File: src/rtl/shift_exec_stage_pkg.sv
// rtl/shift_exec_stage_pkg.sv - shared constants and types for the shift execute stage
package shift_exec_stage_pkg;

  localparam int XLEN_DEF = 32;

  localparam logic [2:0] F3_SLL     = 3'b001;
  localparam logic [2:0] F3_SRL_SRA = 3'b101;

  typedef enum logic [1:0] {
    BUF_EMPTY = 2'd0,
    BUF_ONE   = 2'd1,
    BUF_FULL  = 2'd2
  } buf_state_t;

  typedef struct packed {
    logic [XLEN_DEF-1:0] result;
    logic [4:0]          rd;
    logic                illegal;
  } entry_t;

endpackage

File: src/rtl/barrel_shift_right.sv
// rtl/barrel_shift_right.sv - logarithmic right shifter, logical or arithmetic
module barrel_shift_right #(
  parameter int XLEN = 32,
  parameter int SHW  = 5
) (
  input  logic [XLEN-1:0] data,
  input  logic [SHW-1:0]  shamt,
  input  logic            arith,
  output logic [XLEN-1:0] result
);

  logic            fill;
  logic [XLEN-1:0] stage [SHW+1];

  assign fill     = arith & data[XLEN-1];
  assign stage[0] = data;

  // Stage i shifts by 2**i when shamt[i] is set.
  for (genvar i = 0; i < SHW; i++) begin : g_stage
    localparam int S = 1 << i;
    assign stage[i+1] = shamt[i] ? {{S{fill}}, stage[i][XLEN-1:S]} : stage[i];
  end

  assign result = stage[SHW];

endmodule

File: src/rtl/shift_exec_stage.sv
// rtl/shift_exec_stage.sv - RV32I shift execute stage with a 2-entry skid buffer
module shift_exec_stage
  import shift_exec_stage_pkg::*;
#(
  parameter int XLEN = XLEN_DEF,
  parameter int SHW  = 5
) (
  input  logic            clk,
  input  logic            rst_n,
  input  logic            in_valid,
  output logic            in_ready,
  input  logic [2:0]      funct3,
  input  logic            funct7_5,
  input  logic            is_imm,
  input  logic [XLEN-1:0] rs1_data,
  input  logic [XLEN-1:0] rs2_data,
  input  logic [SHW-1:0]  imm_shamt,
  input  logic [4:0]      rd_addr,
  output logic            out_valid,
  input  logic            out_ready,
  output logic [XLEN-1:0] out_result,
  output logic [4:0]      out_rd,
  output logic            out_illegal
);

  buf_state_t      state, state_next;
  entry_t          head, skid, incoming;
  logic            accept, retire;
  logic            is_left, is_right, illegal;
  logic [SHW-1:0]  shamt;
  logic [XLEN-1:0] rs1_rev, sh_in, sh_out, sh_out_rev;

  assign is_left  = (funct3 == F3_SLL) && !funct7_5;
  assign is_right = (funct3 == F3_SRL_SRA);
  assign illegal  = !(is_left || is_right);
  assign shamt    = is_imm ? imm_shamt : rs2_data[SHW-1:0];

  always_comb begin
    rs1_rev    = '0;
    sh_out_rev = '0;
    for (int i = 0; i < XLEN; i++) begin
      rs1_rev[i]    = rs1_data[XLEN-1-i];
      sh_out_rev[i] = sh_out[XLEN-1-i];
    end
  end

  // Left shifts reuse the right shifter on bit-reversed data.
  assign sh_in = is_left ? rs1_rev : rs1_data;

  barrel_shift_right #(.XLEN(XLEN), .SHW(SHW)) u_shift (
    .data   (sh_in),
    .shamt  (shamt),
    .arith  (is_right & funct7_5),
    .result (sh_out)
  );

  always_comb begin
    incoming         = '0;
    incoming.rd      = rd_addr;
    incoming.illegal = illegal;
    if (is_left)       incoming.result = sh_out_rev;
    else if (is_right) incoming.result = sh_out;
  end

  assign accept = in_valid & in_ready;
  assign retire = out_valid & out_ready;

  always_ff @(posedge clk or negedge rst_n) begin
    if (!rst_n) state <= BUF_EMPTY;
    else        state <= state_next;
  end

  always_comb begin
    state_next = state;
    case (state)
      BUF_EMPTY: if (accept) state_next = BUF_ONE;
      BUF_ONE: begin
        if (accept && !retire)      state_next = BUF_FULL;
        else if (!accept && retire) state_next = BUF_EMPTY;
      end
      BUF_FULL:  if (retire) state_next = BUF_ONE;
      default:   state_next = BUF_EMPTY;
    endcase
  end

  always_comb begin
    in_ready  = (state != BUF_FULL);
    out_valid = (state != BUF_EMPTY);
  end

  always_ff @(posedge clk or negedge rst_n) begin
    if (!rst_n) begin
      head <= '0;
      skid <= '0;
    end else begin
      case (state)
        BUF_EMPTY: if (accept) head <= incoming;
        BUF_ONE: begin
          if (accept && retire) head <= incoming;
          else if (accept)      skid <= incoming;
        end
        BUF_FULL:  if (retire) head <= skid;
        default: ;
      endcase
    end
  end

  assign out_result  = head.result;
  assign out_rd      = head.rd;
  assign out_illegal = head.illegal;

endmodule

File: config.mk
export PLATFORM = sky130hd
export DESIGN_NAME = shift_exec_stage
export DESIGN_NICKNAME = d
export VERILOG_FILES = /design/src/rtl/shift_exec_stage_pkg.sv /design/src/rtl/barrel_shift_right.sv /design/src/rtl/shift_exec_stage.sv
export SDC_FILE = /design/constraint.sdc
export NUM_CORES = 1
export LEC_CHECK = 0
export ABC_AREA = 1
export CAP_MARGIN = 20
export CORE_MARGIN = 2
export CORE_UTILIZATION = 25
export DETAILED_ROUTE_END_ITERATION = 6
export GPL_TIMING_DRIVEN = 0
export SYNTH_ARGS = -nofsm -noshare
export SYNTH_HDL_FRONTEND = slang
export SYNTH_SLANG_ARGS = --single-unit
File: constraint.sdc
create_clock -name clk -period 2.42 [get_ports clk]
set_clock_uncertainty 0.05 [all_clocks]
set_input_delay 0.484 -clock clk [delete_from_list [all_inputs] [get_ports clk]]
set_output_delay 0.484 -clock clk [all_outputs]
set_load 0.05 [all_outputs]
==> run summary, run 1 <==
The run finished with clean final reports. Input and output buffers added on the ports amount to 95. The tightest min-delay check is of the reg -> reg type. For the pin with the worst max-slew slack, the measured transition is 0.703 ns. The share of the Yosys chip area taken by registers is 0.309.

The number of pins with negative max-slew slack in the final report came to 0. Pin placement for this block handled 123 I/O pins. The cell count of the worst reg-to-reg path is 12.

The startpoint identified for the worst register-to-register timing path is state[0]. For this run the aggregate overflow at the end of global routing stands at 0. The synthesis-stage register bit count came out at 78. The final cycle utilization of the critical path came out at 0.962.

The path with the worst hold slack has its endpoint at out_result[15]. Of all nets on the critical path, the largest fanout is 10. The hold path startpoint is out_result[15]. The final hold violation count is 0. The placed wire-length estimate after detailed placement is 19,300 µm. The final setup TNS is 0 ns. The Yosys step of the flow raised 0 warnings. The via count is 7,762. The TritonCTS buffer count is 9. The CTS H-tree depth came out at 3.

The clock latency reported for the late side of the worst-skew pair is 0.34 ns. The layout-stage area growth over the synthesis result came out at 49.4%. The number of different library cells in the post-synthesis netlist came out at 26.

The reg-to-reg setup timing slack is 0.21 ns. The fraction of final layout cells sized beyond drive strength 1 is 0.270. The wire length of the first global-routing pass is 39,800 µm.

At the end of routability-driven placement, the weighted congestion stood at 0.928. The total detailed-routing wirelength came out at 25,500 µm. The clock-pin transition on the worst setup and hold timing paths came out at 0.06 ns.

In this run the tightest slew margin relative to its limit is 0.531. Derived from the worst setup path, the maximum achievable clock frequency is 430 MHz. The initial antenna violation count is 0. The worst-case clock buffer depth came out at 2. The cell chosen for the clock root is sky130_fd_sc_hd__clkbuf_16. The number of cell rows came out at 58. The worst setup path is launched from a flop. The violation count after the first detailed-route iteration is 694.

At the end of the flow the core is filled with cells to 0.378. Counting every net in the synthesized netlist gives 1,111. The endpoint identified for the worst register-to-register timing path is out_result[19]. The count of inserted antenna diode cells is 0. The post-route worst hold slack is 0.424 ns. The mean routed wirelength per cell came out at 17.1 µm. Using the TritonRoute via totals, the vias-per-cell ratio works out to 5.21. The maximum VDD drop is 710 µV. For the worst setup path, the data required time is 1.89 ns. STA classifies the critical path endpoint as a primary output. TritonCTS built the clock tree. The x dimension of the die is 163 µm. The post-layout net count is 1,241. The clock drives 78 sinks. The setup-violating endpoint count in the final report is 0. The mean cell area of the mapped netlist came out at 6.16 µm². The number of search-and-repair iterations in the first detailed-routing pass is 5. For this design the static power due to leakage is 4.60 nW. The core area is 0.0250 mm². The worst path in the final design needs a cycle of 2.33 ns, including I/O delays and setup. The die outline height came out at 163 µm. The path type of the worst setup path is reg -> out.

Entering global routing, the biggest net connects 63 pins. The arrival time reported for the critical path endpoint came out at 1.79 ns. The max-cap check violation count is 0. In this run the power density over the cells is 885 mW/mm².

The count of cells in the finished layout, fillers not included, comes to 1,491. The via count of the first global-routing pass came out at 7,588. The number of instances in the placed design is 1,452. In the global route stage, overall resource usage came out at 0.188.

Counting instances, the worst hold path has a depth of 2. The synthesized netlist cell count is 1,026. The number of antenna-violating nets in the routed design is 0. After synthesis the cells add up to 0.00632 mm².

The floorplan die area is 0.0266 mm². The initial core utilization is 0.253. The post-detailed-route DRC marker count came out at 0.
per-stage QoR:
stage	setup slack [ns]	total power, mW	area, µm²
6_report	0.0921	8.35	9440
5_1_grt	-0.0125	8.89	9440
4_1_cts	-0.0873	8.20	8720
3_5_place_dp	-0.662	6.35	7700
3_3_place_gp	-2.09	6.30	7680
2_1_floorplan	0.258	4.90	6320
cells in the final DEF, fill, tap and decap left out, types with 12 or more instances in the layout:
cell                              synthesis  routed
sky130_fd_sc_hd__nand2_1                312     285
sky130_fd_sc_hd__nand3_1                362     194
sky130_fd_sc_hd__nand3_2                  4     162
sky130_fd_sc_hd__clkdlybuf4s50_1          0      88
sky130_fd_sc_hd__dfrtp_1                 78      78
sky130_fd_sc_hd__inv_1                   69      67
sky130_fd_sc_hd__a21oi_1                 36      36
sky130_fd_sc_hd__o21ai_1                 35      35
sky130_fd_sc_hd__nand2_2                  5      28
sky130_fd_sc_hd__buf_4                   11      25
sky130_fd_sc_hd__o21ai_0                 20      20
sky130_fd_sc_hd__buf_2                   21      17
sky130_fd_sc_hd__clkbuf_1                18      12
sky130_fd_sc_hd__clkbuf_2                 0      12
state kept, by name, indices dropped and copies added (netlist names):
signal / count
out_rd: 5
state: 2
out_result: 32
out_illegal: 1
skid: 38
cell usage after synthesis:
library cell	instances	area, µm²
sky130_fd_sc_hd__ha_1	2	25.0
sky130_fd_sc_hd__inv_1	69	259
sky130_fd_sc_hd__buf_1	13	48.8
sky130_fd_sc_hd__buf_2	21	105
sky130_fd_sc_hd__nor2_1	13	48.8
sky130_fd_sc_hd__o21ai_0	20	100
sky130_fd_sc_hd__nand2_2	5	31.3
sky130_fd_sc_hd__nand3_2	4	40.0
sky130_fd_sc_hd__nand3b_1	4	30.0
sky130_fd_sc_hd__o21ai_1	35	175
sky130_fd_sc_hd__nor2_4	2	22.5
sky130_fd_sc_hd__inv_4	2	12.5
sky130_fd_sc_hd__a21oi_1	36	180
sky130_fd_sc_hd__o21a_1	1	7.51
sky130_fd_sc_hd__clkinv_1	1	3.75
sky130_fd_sc_hd__nand3_1	362	1810
sky130_fd_sc_hd__buf_6	6	67.6
sky130_fd_sc_hd__dfrtp_1	78	1950
sky130_fd_sc_hd__or2_1	2	12.5
sky130_fd_sc_hd__o211ai_1	2	15.0
sky130_fd_sc_hd__o21ai_2	1	8.76
sky130_fd_sc_hd__nand2_1	312	1170
sky130_fd_sc_hd__buf_4	11	82.6
sky130_fd_sc_hd__inv_2	4	15.0
sky130_fd_sc_hd__nand2_4	2	22.5
sky130_fd_sc_hd__clkbuf_1	18	67.6
worst max-delay path by stage:
stage / from / end / slack, ns / depth (start not counted)
2_1_floorplan: state[0] / out_result[10] / 0.26 / 11
3_5_place_dp: state[0] / out_result[7] / -0.66 / 11
3_3_place_gp: rst_n / skid[6] / -2.09 / 1
6_report: state[0] / in_ready / 0.09 / 5
5_1_grt: rs2_data[0] / out_result[10] / -0.01 / 13
4_1_cts: state[0] / in_ready / -0.09 / 4
power by group:
part | internal [mW] | switching, mW
Clock | 1.11 | 0.543
Sequential | 1.84 | 0.243
Combinational | 1.48 | 3.13
Total | 4.43 | 3.92
cell families after synthesis:
| group | Yosys count | share of synthesized area |
|---|---|---|
| adder cells (fa/ha/maj) | 2 | 0.00396 |
| flip-flops | 78 | 0.309 |
| AND/OR/NAND/NOR | 706 | 0.505 |
| buffers and inverters | 145 | 0.105 |
| AO/OA/AOI/OAI | 95 | 0.0771 |
critical path: stages, from the launching register on:
cell	delay [ns]
sky130_fd_sc_hd__dfrtp_1	0.45
sky130_fd_sc_hd__nor2_4	0.21
sky130_fd_sc_hd__buf_4	0.15
sky130_fd_sc_hd__clkinv_2	0.12
sky130_fd_sc_hd__buf_2	0.26
sky130_fd_sc_hd__clkbuf_2	0.27
layer usage:
metal  routed length [µm]  GRT usage  vias up
li1                     -          -     3696
met1                11400      0.252     3745
met2                12000      0.312      277
met3                 1500     0.0308       44
met4                  546     0.0543        0
met5                    0          0        -
repair_timing:
| item | CTS | global route |
|---|---|---|
| gates cloned | 1 | 3 |
| buffers inserted | 7 | 11 |
| pin swaps | 6 | 24 |
| gates resized for setup | 127 | 144 |
| hold endpoints to repair | 16 | 0 |
| endpoints found under the setup margin | 76 | 76 |
| hold buffers | 1 | 0 |
cell type report:
| class | instances | area (µm²) |
|---|---|---|
| Buffer | 69 | 460 |
| Clock buffer | 10 | 229 |
| Clock inverter | 6 | 134 |
| Fill cell | 2699 | 15500 |
| Inverter | 76 | 297 |
| Multi-Input combinational cell | 805 | 4760 |
| Sequential cell | 78 | 1950 |
| Tap cell | 330 | 413 |
| Timing Repair Buffer | 117 | 1200 |
No activity file was read; power rests on OpenSTA's default activity.
==> run 2, diff against run 1 <==
--- a/config.mk
+++ b/config.mk
@@ -6,7 +6,6 @@
 export NUM_CORES = 1
 export LEC_CHECK = 0
 export ABC_AREA = 1
-export CAP_MARGIN = 20
 export CORE_MARGIN = 2
 export CORE_UTILIZATION = 25
 export DETAILED_ROUTE_END_ITERATION = 6
==> results of run 2 <==
The final DEF is identical to that of run 1; final timing and power are the same.
